$ cat config.mk
export PLATFORM = sky130hd
export DESIGN_NAME = muldiv_unit
export DESIGN_NICKNAME = d
export VERILOG_FILES = /design/src/rtl/muldiv_unit.sv
export SDC_FILE = /design/constraint.sdc
export NUM_CORES = 2
export LEC_CHECK = 0
export ABC_CLOCK_PERIOD_IN_PS = 8800
export BUFFER_PORTS_ARGS = -buffer_cell sky130_fd_sc_hd__buf_2
export CAP_MARGIN = 0
export CORE_MARGIN = 1
export CORE_UTILIZATION = 55
export CTS_CLUSTER_SIZE = 10
export DETAILED_ROUTE_END_ITERATION = 16
export PLACE_DENSITY = 0.75
export SETUP_SLACK_MARGIN = 0.3
export SLEW_MARGIN = 20
export SYNTH_ARGS = -nofsm -noshare
export SYNTH_HDL_FRONTEND = slang
export SYNTH_SLANG_ARGS = --single-unit
$ cat constraint.sdc
create_clock -name clk -period 8.8 [get_ports clk]
set_clock_uncertainty 0.05 [all_clocks]
set_input_delay 0.88 -clock clk [delete_from_list [all_inputs] [get_ports clk]]
set_output_delay 0.88 -clock clk [all_outputs]
set_load 0.01 [all_outputs]
$ cat src/rtl/muldiv_unit.sv
// Iterative multiply/divide unit with architectural HI/LO registers.
// Multiply waits MUL_LAT cycles; divide is restoring, one bit per cycle, then a sign-fix cycle.
module muldiv_unit #(
   parameter int WIDTH   = 32,
   parameter int MUL_LAT = 4
) (
   input  logic             clk,
   input  logic             rst,
   input  logic             start,
   input  logic [2:0]       op,
   input  logic [WIDTH-1:0] a,
   input  logic [WIDTH-1:0] b,
   input  logic             flush,
   output logic             busy,
   output logic             done,
   output logic [WIDTH-1:0] hi,
   output logic [WIDTH-1:0] lo
);

   localparam int CNT_MAX = (WIDTH > MUL_LAT) ? WIDTH : MUL_LAT;
   localparam int CW      = $clog2(CNT_MAX);

   localparam logic [1:0] S_IDLE = 2'd0;
   localparam logic [1:0] S_MUL  = 2'd1;
   localparam logic [1:0] S_DIV  = 2'd2;
   localparam logic [1:0] S_FIX  = 2'd3;

   localparam logic [2:0] OP_MULT  = 3'd0;
   localparam logic [2:0] OP_MULTU = 3'd1;
   localparam logic [2:0] OP_DIV   = 3'd2;
   localparam logic [2:0] OP_DIVU  = 3'd3;
   localparam logic [2:0] OP_MTHI  = 3'd4;
   localparam logic [2:0] OP_MTLO  = 3'd5;

   logic [1:0]       state_q, state_d;
   logic [CW-1:0]    cnt_q, cnt_d;
   logic [WIDTH-1:0] opa_q, opa_d;
   logic [WIDTH-1:0] opb_q, opb_d;
   logic             sgn_q, sgn_d;
   logic [WIDTH-1:0] rem_q, rem_d;
   logic [WIDTH-1:0] quo_q, quo_d;
   logic             negq_q, negq_d;
   logic             negr_q, negr_d;
   logic             dz_q, dz_d;
   logic [WIDTH-1:0] hi_q, hi_d;
   logic [WIDTH-1:0] lo_q, lo_d;
   logic             done_q, done_d;
   logic             busy_q, busy_d;

   logic [2*WIDTH-1:0] ext_a;
   logic [2*WIDTH-1:0] ext_b;
   logic [2*WIDTH-1:0] prod;
   logic [WIDTH:0]     rem_sh;
   logic [WIDTH:0]     trial;
   logic               a_neg;
   logic               b_neg;

   // Sign-extend captured operands and form the full-width product
   always_comb begin
      ext_a = {{WIDTH{sgn_q & opa_q[WIDTH-1]}}, opa_q};
      ext_b = {{WIDTH{sgn_q & opb_q[WIDTH-1]}}, opb_q};
      prod  = ext_a * ext_b;
   end

   // One restoring-divide step: shift in next dividend bit, trial subtract
   always_comb begin
      rem_sh = {rem_q, quo_q[WIDTH-1]};
      trial  = rem_sh - {1'b0, opb_q};
   end

   // Operand signs seen at issue, only meaningful for signed divide
   always_comb begin
      a_neg = (op == OP_DIV) & a[WIDTH-1];
      b_neg = (op == OP_DIV) & b[WIDTH-1];
   end

   // Next-state logic for the control FSM and datapath registers
   always_comb begin
      state_d = state_q;
      cnt_d   = cnt_q;
      opa_d   = opa_q;
      opb_d   = opb_q;
      sgn_d   = sgn_q;
      rem_d   = rem_q;
      quo_d   = quo_q;
      negq_d  = negq_q;
      negr_d  = negr_q;
      dz_d    = dz_q;
      hi_d    = hi_q;
      lo_d    = lo_q;
      done_d  = 1'b0;
      unique case (state_q)
         S_IDLE: begin
            if (start && !flush) begin
               case (op)
                  OP_MULT, OP_MULTU: begin
                     opa_d   = a;
                     opb_d   = b;
                     sgn_d   = (op == OP_MULT);
                     cnt_d   = CW'(MUL_LAT - 1);
                     state_d = S_MUL;
                  end
                  OP_DIV, OP_DIVU: begin
                     opa_d   = a;
                     quo_d   = a_neg ? -a : a;
                     opb_d   = b_neg ? -b : b;
                     rem_d   = '0;
                     negq_d  = a_neg ^ b_neg;
                     negr_d  = a_neg;
                     dz_d    = (b == '0);
                     cnt_d   = CW'(WIDTH - 1);
                     state_d = S_DIV;
                  end
                  OP_MTHI: hi_d = a;
                  OP_MTLO: lo_d = a;
                  default: ;
               endcase
            end
         end
         S_MUL: begin
            if (flush) begin
               state_d = S_IDLE;
            end else if (cnt_q == '0) begin
               hi_d    = prod[2*WIDTH-1:WIDTH];
               lo_d    = prod[WIDTH-1:0];
               done_d  = 1'b1;
               state_d = S_IDLE;
            end else begin
               cnt_d = cnt_q - CW'(1);
            end
         end
         S_DIV: begin
            if (flush) begin
               state_d = S_IDLE;
            end else begin
               if (!trial[WIDTH]) begin
                  rem_d = trial[WIDTH-1:0];
                  quo_d = {quo_q[WIDTH-2:0], 1'b1};
               end else begin
                  rem_d = rem_sh[WIDTH-1:0];
                  quo_d = {quo_q[WIDTH-2:0], 1'b0};
               end
               if (cnt_q == '0) begin
                  state_d = S_FIX;
               end else begin
                  cnt_d = cnt_q - CW'(1);
               end
            end
         end
         S_FIX: begin
            if (flush) begin
               state_d = S_IDLE;
            end else begin
               if (dz_q) begin
                  hi_d = opa_q;
                  lo_d = '1;
               end else begin
                  hi_d = negr_q ? -rem_q : rem_q;
                  lo_d = negq_q ? -quo_q : quo_q;
               end
               done_d  = 1'b1;
               state_d = S_IDLE;
            end
         end
         default: state_d = S_IDLE;
      endcase
      busy_d = (state_d != S_IDLE);
   end

   // State and datapath registers with synchronous reset
   always_ff @(posedge clk) begin
      if (rst) begin
         state_q <= S_IDLE;
         cnt_q   <= '0;
         opa_q   <= '0;
         opb_q   <= '0;
         sgn_q   <= 1'b0;
         rem_q   <= '0;
         quo_q   <= '0;
         negq_q  <= 1'b0;
         negr_q  <= 1'b0;
         dz_q    <= 1'b0;
         hi_q    <= '0;
         lo_q    <= '0;
         done_q  <= 1'b0;
         busy_q  <= 1'b0;
      end else begin
         state_q <= state_d;
         cnt_q   <= cnt_d;
         opa_q   <= opa_d;
         opb_q   <= opb_d;
         sgn_q   <= sgn_d;
         rem_q   <= rem_d;
         quo_q   <= quo_d;
         negq_q  <= negq_d;
         negr_q  <= negr_d;
         dz_q    <= dz_d;
         hi_q    <= hi_d;
         lo_q    <= lo_d;
         done_q  <= done_d;
         busy_q  <= busy_d;
      end
   end

   assign busy = busy_q;
   assign done = done_q;
   assign hi   = hi_q;
   assign lo   = lo_q;

endmodule
==> results.md <==
* Status: finished, final reports clean
* Avg Inst Size Synth at 8.48 um2
* Worst Hold Class: flip-flop to flip-flop
* Pre-Repair DR Iteration Count at 6
* Prevailing post-synth register cell: dfxtp_1
* Worst-path clk slew at roughly 0.060 ns
* Nets at 7449
* Max-cap violation count at 0
* Worst-Margin Slew at 1.20 ns
* RePlAce Congestion at about 1.0
* Post-DP HPWL at 127 mm
* Hold_sp: cnt_q[3]$_SDFFE_PP0P_
* Met1 usage at 0.452
* Final hold vios at 0
* Final wirelength at roughly 160 mm
* Crit. path cell count at 24
* Yosys warning count at 0
* Cell count after synthesis at 6066
* I/O Pins at 137
* Startpoint types: flip-flop
* Root Driver: clkbuf_16
* Yosys cell types at 74
* CP required at about 9.2 ns
* Initial Util at 0.558
* Normalized max-slew margin at 0.201
* Share of layout cells above drive strength 1 at 0.0734
* Chip Width at 308 um
* Initial DRC count at roughly 3700
* Total grt overflow at 0
* Worst-case reg-to-reg path depth at 24
* Vias post-DR at 41700
* Sequential-to-total area share from yosys stat at 0.0798
* Vias in the first global route at 43300
* Setup violators final at 0
* P_leak at 0.0260 uW
* Period utilization at 0.935
* Crit Path Max Fanout at 18
* CP peak stage delay at slightly below 0.6 ns
* Critical-path cell list: buf_4, nand2_1, fa_1, fa_1, fa_1, inv_1, fa_1, fa_1, fa_1, fa_1, inv_1, fa_1, inv_1, ha_1, a21oi_1, o21ai_0, a311o_1, a32o_1, a41o_1, a2111oi_2, o31ai_2, xor2_1, a21oi_1, nor3_1
* Residual DRC at 0
* Design area at 0.0546 mm2
* Final core utilization at 0.592
* Share of synthesized registers carrying an async set or reset at 0
* Crit-path slowest cell: fa_1
* Commonest non-fill, non-tap cells in the layout: 1180 x inv_1, 1123 x fa_1, 1054 x nand2_1
* Post-synth net total at 7516
* Die H at 308 um
* Worst Hold End: cnt_q[3]$_SDFFE_PP0P_
* Vias per Instance at around 5.8
* Power Density at 56.0 mW/mm2
* Final Max Tran Viols at 0
* Initial antenna violation count at 7
* Reg-to-reg startpoint: opa_q[15]$_SDFFE_PP0P_
* Unrepaired setup endpoints after global routing: no
* H-tree Lvls at 1
* FF+latch count, synth at 205
* Largest net degree at the start of global routing at 117
* Post-synth EDFFs at 0
* Area taken by flip-flops and latches at 0.00414 mm2
* Worst hold margin at between 0.4 and 0.5 ns
* Gr busiest metal: met2
* Reg-to-reg slack, setup at ~0.57 ns
* Gr usage total at 0.341
* Minimum clock period at 8.23 ns
* Hold path cells at 2
* Clock Sinks at 205
* Max Root-Sink Buffers at 3
* Setup tns final at 0 ns
* Multi-input gate area at 0.0415 mm2
* DP Area at 0.0536 mm2
* CP Capture Type: flip-flop
* Final ANT Viol Nets at 0
* M3 GR Usage at 0.0788
* Worst-skew pair later-pin latency at ~0.6 ns
* Max VDD drop at about 140 uV
* Port bufs at about 140
* Met2 global-route usage at 0.536
* CTS tree: built
* Fillers at 8161
* Worst R2R End: hi[27]$_SDFFE_PP0P_
* CP delay by family, top: adder cells
* CORE AREA at 0.0922 mm2
* Drt wl/cell at roughly 22 um
* Post-synthesis cell area at just over 0.05 mm2
* Data arrival, critical path at 8.61 ns
* Commonest non-fill, non-tap cell in the layout: inv_1
* Std cell rows at 111
* Worst setup path class: flip-flop to flip-flop
* Worst Path Buf+Inv at 4
* Die Area at 0.0948 mm2
* Area Growth Syn to Fin at 6.16%
* First-pass GRT wire length at 248 mm
* CTS Buf Count at 26
* Crit path top cell by count: fa_1
* Max Clk Rate at 0.122 GHz
worst max path at each step:
stage | start | end
floorplan | opa_q[31]$_SDFFE_PP0P_ | hi[27]$_SDFFE_PP0P_
CTS | opa_q[9]$_SDFFE_PP0P_ | hi[23]$_SDFFE_PP0P_
finish | opa_q[15]$_SDFFE_PP0P_ | hi[27]$_SDFFE_PP0P_
detailed placement | opa_q[12]$_SDFFE_PP0P_ | hi[0]$_SDFFE_PP0P_
global route | opb_q[10]$_SDFFE_PP0P_ | hi[24]$_SDFFE_PP0P_
global placement | opa_q[12]$_SDFFE_PP0P_ | hi[0]$_SDFFE_PP0P_
report_power, final:
group / switching (uW) / internal (uW)
combinational: 662 / 347
sequential: 60.0 / 960
clock: 478 / 550
state kept, by name, summed over array words and instances (netlist names), 2 cells and up:
name,flops
cnt_q,5
opb_q,32
hi,32
rem_q,32
opa_q,32
state_q,2
lo,32
quo_q,32
per-layer routing:
| metal | share of wire | routed length [um] |
|---|---|---|
| met1 | 0.39 | 60200 |
| met2 | 0.46 | 71400 |
| met3 | 0.10 | 16300 |
| met4 | 0.052 | 8080 |
| met5 | 0.00026 | 40 |
worst register-to-register path, stage by stage, from the launching register on:
cell and delay, ns:
dfxtp_2 0.57, buf_4 0.36, nand2_1 0.12, fa_1 0.57, fa_1 0.45, fa_1 0.54, inv_1 0.05, fa_1 0.48
fa_1 0.58, fa_1 0.46, fa_1 0.50, inv_1 0.05, fa_1 0.53, inv_1 0.05, ha_1 0.38, a21oi_1 0.19
o21ai_0 0.15, a311o_1 0.40, a32o_1 0.30, a41o_1 0.30, a2111oi_2 0.44, o31ai_2 0.17, xor2_1 0.16, a21oi_1 0.16
nor3_1 0.06
logic make-up (layout without fill, tap and decap cells):
family | Yosys count | in the layout | synth area share
flops | 205 | 205 | 0.0798
buf+inv | 1595 | 1535 | 0.117
xor+xnor | 212 | 212 | 0.0361
fa+ha+maj | 1379 | 1379 | 0.500
compound gates | 763 | 763 | 0.0947
other cells | 0 | 1 | 0
mux | 33 | 33 | 0.00647
simple gates | 1879 | 1879 | 0.166
cells in the mapped netlist (17+ instances only):
cell,n,area (um2)
a21o_1,50,375
a31oi_1,17,106
dfxtp_1,205,4100
a221oi_1,27,236
nor3_1,45,225
xor2_1,86,753
nor4_1,18,113
mux2i_1,31,310
nand3_1,44,220
xnor2_1,126,1100
nand2b_1,21,131
nor2_1,225,845
a311oi_1,25,219
o31ai_1,31,233
a21oi_1,209,1050
a211oi_1,67,503
inv_1,1183,4440
ha_1,253,3170
and3_1,29,181
clkbuf_1,393,1480
o211ai_1,18,135
or3_1,21,131
fa_1,1126,22500
and2_1,346,2160
nand2_1,1055,3960
o21ai_0,191,956
area by class of cell:
cell class	instances	area share
multi-input cells	4266	0.759
inverters	1183	0.0814
flip-flops and latches	205	0.0759
repair buffers	316	0.0410
well taps	1243	0.0285
clock buffers	30	0.0126
clock inverters	5	0.00105
repair inverters	1	0.0000916
diodes	1	0.0000458
what timing repair did:
action | in CTS | in global routing
endpoints found under the hold margin | 0 | 0
gates resized for setup | 4 | 55
buffers inserted | 0 | 15
hold buffers | 0 | 0
cloned | 0 | 1
pin swaps | 0 | 4
setup endpoints to repair | 6 | 27
metrics by stage:
| step | worst slack, ns | power (uW) | cells |
|---|---|---|---|
| after floorplan | 0.723 | 1630 | 6066 |
| after global placement | 0.164 | 2000 | 7198 |
| after detailed placement | 0.185 | 2020 | 7198 |
| after CTS | 0.309 | 3030 | 7233 |
| after global routing | 0.282 | 3170 | 7249 |
| final | 0.570 | 3060 | 7250 |
Note: power is estimated with default switching activity, not from simulation.
